`config.mk`:
```
export PLATFORM = sky130hd
export DESIGN_NAME = hexdisp_scan
export DESIGN_NICKNAME = d
export VERILOG_FILES = /design/src/rtl/hexdisp_scan.sv
export SDC_FILE = /design/constraint.sdc
export NUM_CORES = 1
export LEC_CHECK = 0
export BUFFER_PORTS_ARGS = -buffer_cell sky130_fd_sc_hd__buf_2
export CAP_MARGIN = 20
export CORE_ASPECT_RATIO = 0.5
export CORE_MARGIN = 2
export CORE_UTILIZATION = 40
export CTS_BUF_LIST = sky130_fd_sc_hd__clkbuf_2 sky130_fd_sc_hd__clkbuf_4 sky130_fd_sc_hd__clkbuf_8
export CTS_CLUSTER_SIZE = 24
export DETAILED_ROUTE_END_ITERATION = 8
export PLACE_DENSITY_LB_ADDON = 0.12
export SYNTH_ARGS = -nofsm -noshare
export SYNTH_HDL_FRONTEND = slang
export SYNTH_SLANG_ARGS = --single-unit
```
`constraint.sdc`:
```
create_clock -name clk -period 3.9 [get_ports clk]
set_clock_uncertainty 0.1 [all_clocks]
set_input_delay 0.195 -clock clk [delete_from_list [all_inputs] [get_ports clk]]
set_output_delay 0.195 -clock clk [all_outputs]
set_load 0.05 [all_outputs]
```
`src/rtl/hexdisp_scan.sv`:
```
// hexdisp_scan: time-multiplexed 8-digit hex display driver with frame-aligned capture
module hexdisp_scan #(
    parameter int CLK_DIV = 50000,
    parameter int GUARD   = 2
) (
    input  logic        clk,
    input  logic        rst_n,
    input  logic [31:0] value_in,
    input  logic [7:0]  dp_in,
    input  logic        blank_lz,
    input  logic        enable,
    output logic [7:0]  an_n,
    output logic [6:0]  seg_n,
    output logic        dp_n,
    output logic        frame_done
);
    localparam int CW = (CLK_DIV > 1) ? $clog2(CLK_DIV) : 1;

    logic [CW-1:0] r_cnt;
    logic [2:0]    r_idx;
    logic [31:0]   r_shadow_val;
    logic [7:0]    r_shadow_dp;
    logic [7:0]    r_an_n;
    logic [6:0]    r_seg_n;
    logic          r_dp_n;
    logic          r_frame_done;

    logic          w_last;
    logic          w_frame;
    logic [31:0]   w_hi;
    logic [3:0]    w_nib;
    logic          w_blank;
    logic          w_drive;
    logic [6:0]    w_seg;

    assign w_last  = r_cnt == CW'(CLK_DIV - 1);
    assign w_frame = w_last && r_idx == 3'd7;
    // Shifting the shadow down to the current digit leaves exactly nibbles idx..7,
    // so a zero result means this digit and everything left of it are zero.
    assign w_hi    = r_shadow_val >> {r_idx, 2'b00};
    assign w_nib   = w_hi[3:0];
    assign w_blank = blank_lz && r_idx != 3'd0 && w_hi == 32'd0;
    assign w_drive = int'(r_cnt) >= GUARD && enable && !w_blank;

    // Hex nibble to active-low {g,f,e,d,c,b,a} segment pattern
    always_comb begin
        w_seg = 7'h7F;
        case (w_nib)
            4'h0: w_seg = 7'h40;
            4'h1: w_seg = 7'h79;
            4'h2: w_seg = 7'h24;
            4'h3: w_seg = 7'h30;
            4'h4: w_seg = 7'h19;
            4'h5: w_seg = 7'h12;
            4'h6: w_seg = 7'h02;
            4'h7: w_seg = 7'h78;
            4'h8: w_seg = 7'h00;
            4'h9: w_seg = 7'h10;
            4'hA: w_seg = 7'h08;
            4'hB: w_seg = 7'h03;
            4'hC: w_seg = 7'h46;
            4'hD: w_seg = 7'h21;
            4'hE: w_seg = 7'h06;
            default: w_seg = 7'h0E;
        endcase
    end

    // Slot prescaler and digit index; the index advances on the last cycle of each slot
    always_ff @(posedge clk) begin
        if (!rst_n) begin
            r_cnt <= '0;
            r_idx <= 3'd0;
        end else begin
            r_cnt <= w_last ? '0 : r_cnt + CW'(1);
            r_idx <= w_last ? r_idx + 3'd1 : r_idx;
        end
    end

    // Capture the displayed word only at the frame boundary so a frame never tears
    always_ff @(posedge clk) begin
        if (!rst_n) begin
            r_shadow_val <= 32'd0;
            r_shadow_dp  <= 8'd0;
            r_frame_done <= 1'b0;
        end else begin
            r_shadow_val <= w_frame ? value_in : r_shadow_val;
            r_shadow_dp  <= w_frame ? dp_in : r_shadow_dp;
            r_frame_done <= w_frame;
        end
    end

    // Registered pin drivers; everything dark during guard, disable or blanking
    always_ff @(posedge clk) begin
        if (!rst_n) begin
            r_an_n  <= 8'hFF;
            r_seg_n <= 7'h7F;
            r_dp_n  <= 1'b1;
        end else begin
            r_an_n  <= w_drive ? ~(8'd1 << r_idx) : 8'hFF;
            r_seg_n <= w_drive ? w_seg : 7'h7F;
            r_dp_n  <= w_drive ? ~r_shadow_dp[r_idx] : 1'b1;
        end
    end

    assign an_n       = r_an_n;
    assign seg_n      = r_seg_n;
    assign dp_n       = r_dp_n;
    assign frame_done = r_frame_done;
endmodule

```
==> metrics.txt <==
die area=9823 um^2; CP Buf/Inv Count=1; Rows=24; CTS root buf=clkbuf_8; Yosys cell types=46; DRT Wirelength=about 8700 um; placed cell count=565; worst slack at placement=about 0.60 ns; Core Region=8738 um^2; critical path's top delay family=compound AO/OA/AOI/OAI gates; CP Launch Type=register; Final setup viols=0; Seq/Total Area, Yosys=42.25%; Critical Path AT=between 3 and 4 ns; Final #Nets=555; antenna fix cells=0; Leakage=1.749 nW; slew margin rel.=49.94%; Net Count, Synth=~460; CP Class=register to register; most frequent cells in the layout=111 x nand2_1, 76 x dfxtp_1, 60 x buf_2; crit path time final=3.335 ns; gr ovfl total=0; H-tree Lvls=3; area delta synth->final=27.14%; most common cell after layout, fill and taps aside=nand2_1; IO buf count=60; Critical Path Max Stage Delay=0.75 ns; Fillers=822; largest net degree at the start of global routing=48; Slew Limit Fails=0; final setup TNS=0 ns; first-pass GRT wire length=14,860 um; hold_ws=0.03508 ns; post-synthesis async set-or-reset flop share=0%; #FFs+latches synth=76; vias=3,089; Synth Warn #=0; clock-pin slew on the worst setup and hold paths=0.08 ns; Worst Max-Slew Pin Slew=roughly 0.75 ns; GPL Wtd Cong=0.9470; CTS tree=done; I/O pin count=61; CP Cell Sequence=mux4_2 > nand2_1 > nand2_1 > inv_1 > ha_1 > nand2_1 > a211o_1 > a2111oi_4 > o22ai_2 > o311ai_1; Iter 0 DRT Violations=230; worst path required time=4.05 ns; vias in the first global route=~3,000; Worst path slowest cell=dfxtp_1; Final Hold Fails=0; fmax=0.2998 GHz; critical path endpoint category=register; Sink Count=76; worst hold path class=primary input to register; postcts setup bufs=0; DRT Pass-1 Iters=4; share of layout cells above drive strength 1=between 10% and 20%; Synth Cell Area=3601 um^2; number of remaining DRC errors=0; antenna viol nets, final=0; DR WL/cell=14.08 um; top_reg_cell synth=dfxtp_1; hpwl dp=roughly 6100 um; multi-input logic area=1956 um^2; IR drop worst, VDD=0.0001678 V; Starting Density=41.21%; Die Span Y=~71 um; footprint of the flip-flops and latches=1521 um^2; Clock Tree Buf Depth=2; total track usage=18.99%; cts bufs inserted=9; Post-synth EDFFs=0; Cell Pwr Density=about 330 nW/um^2; fin cells=620; fin worst setup slack=0.5648 ns; status=finished clean; Syn Inst Count=406; vias per cell=4.982; Die Width=138.2 um; Crit Path Max Fanout=15; Core Util, Final=52.39%; post-route clock period utilization=a little under nine tenths; syn_area_per_cell=8.869 um^2; unrepaired setup endpoints after global routing=false; Worst path most repeated cell=nand2_1; initial antenna violation count=0; max-cap violation count=0; worst-skew pair later-pin latency=0.35 ns
-- state kept, by name (all words and copies together), names as in the netlist --
signal and count:
r_shadow_val 32, r_cnt 16, an_n 8, dp_n 1, r_shadow_dp 8, r_idx 3
seg_n 7, frame_done 1
-- cell usage after synthesis (3+ instances only) --
cell	count	area [um^2]
nor3_1	9	45.04
or3_1	3	18.77
o221ai_1	4	35.03
nand2_1	111	416.7
clkbuf_1	13	48.80
buf_2	6	30.03
and3_1	4	25.02
a21boi_1	31	232.7
xnor2_1	4	35.03
a21oi_1	6	30.03
xor2_1	9	78.83
nand3_1	8	40.04
o211ai_1	4	30.03
inv_1	6	22.52
o21ai_0	6	30.03
mux2i_1	5	50.05
mux4_2	10	225.2
and2_1	4	25.02
nand4_1	8	50.05
dfxtp_1	76	1521
a21boi_0	9	67.56
nor4_1	9	56.30
ha_1	13	162.7
nor2_1	21	78.83
-- layer usage --
metal / up-vias / global-route usage, % / routed length, um
met5: - / 0 / 0
met4: 0 / 4.762 / 52
met3: 7 / 5.755 / 487
met2: 74 / 27.61 / 3560
met1: 1422 / 27.61 / 4626
li1: 1586 / - / -
-- logic make-up (layout without fill, tap and decap cells) --
family | count (synthesis) | count (layout) | share of synthesized area (%)
xor+xnor | 13 | 13 | 3.162
fa+ha+maj | 13 | 13 | 4.517
simple gates | 185 | 185 | 22.55
mux | 18 | 18 | 8.965
flops | 76 | 76 | 42.25
buf+inv | 29 | 126 | 3.440
compound gates | 72 | 72 | 15.11
-- worst paths after layout --
kind                                start                            to  slack [ns]  cells after the start
max                 r_idx[0]$_SDFFE_PN0P_           seg_n[1]$_SDFF_PN1_        0.56                     10
min                              dp_in[0]   r_shadow_dp[0]$_SDFFE_PN0P_        0.04                      3
max reg2reg         r_idx[0]$_SDFFE_PN0P_           seg_n[1]$_SDFF_PN1_        0.56                     10
min reg2reg  r_shadow_val[3]$_SDFFE_PN0P_  r_shadow_val[3]$_SDFFE_PN0P_        0.36                      2
-- final cells by class --
type,instances,share of cell area [%]
multi-input combinational,301,42.72
sequential,76,33.23
timing repair buffer,103,15.74
tap,117,3.198
clock buffer,10,3.006
clock inverter,6,1.530
inverter,7,0.5739
-- worst reg2reg max path: stages (launching register included) --
cell and delay (ns):
dfxtp_1 0.75, mux4_2 0.60, nand2_1 0.08, nand2_1 0.13, inv_1 0.14, ha_1 0.22
nand2_1 0.07, a211o_1 0.26, a2111oi_4 0.46, o22ai_2 0.26, o311ai_1 0.16
-- power breakdown --
group	leakage, nW	total [W]	internal [W]	switching [W]
Clock	0.107	0.000620	0.000318	0.000302
Sequential	0.614	0.000787	0.000783	0.00000374
Combinational	1.03	0.000107	0.0000576	0.0000498
Total	1.75	0.00151	0.00116	0.000355
-- stage by stage --
step | total power, W | instance area, um^2
floorplan | 0.0008494 | 3601
global placement | 0.0008821 | 3980
detailed placement | 0.0008825 | 3980
CTS | 0.001535 | 4568
global route | 0.001577 | 4578
finish | 0.001515 | 4578
-- what timing repair did --
action,4_1_cts,5_1_grt
hold endpoints to repair,38,1
gates resized for setup,0,0
hold buffers,38,1
Power figures use the tool's default switching activity.
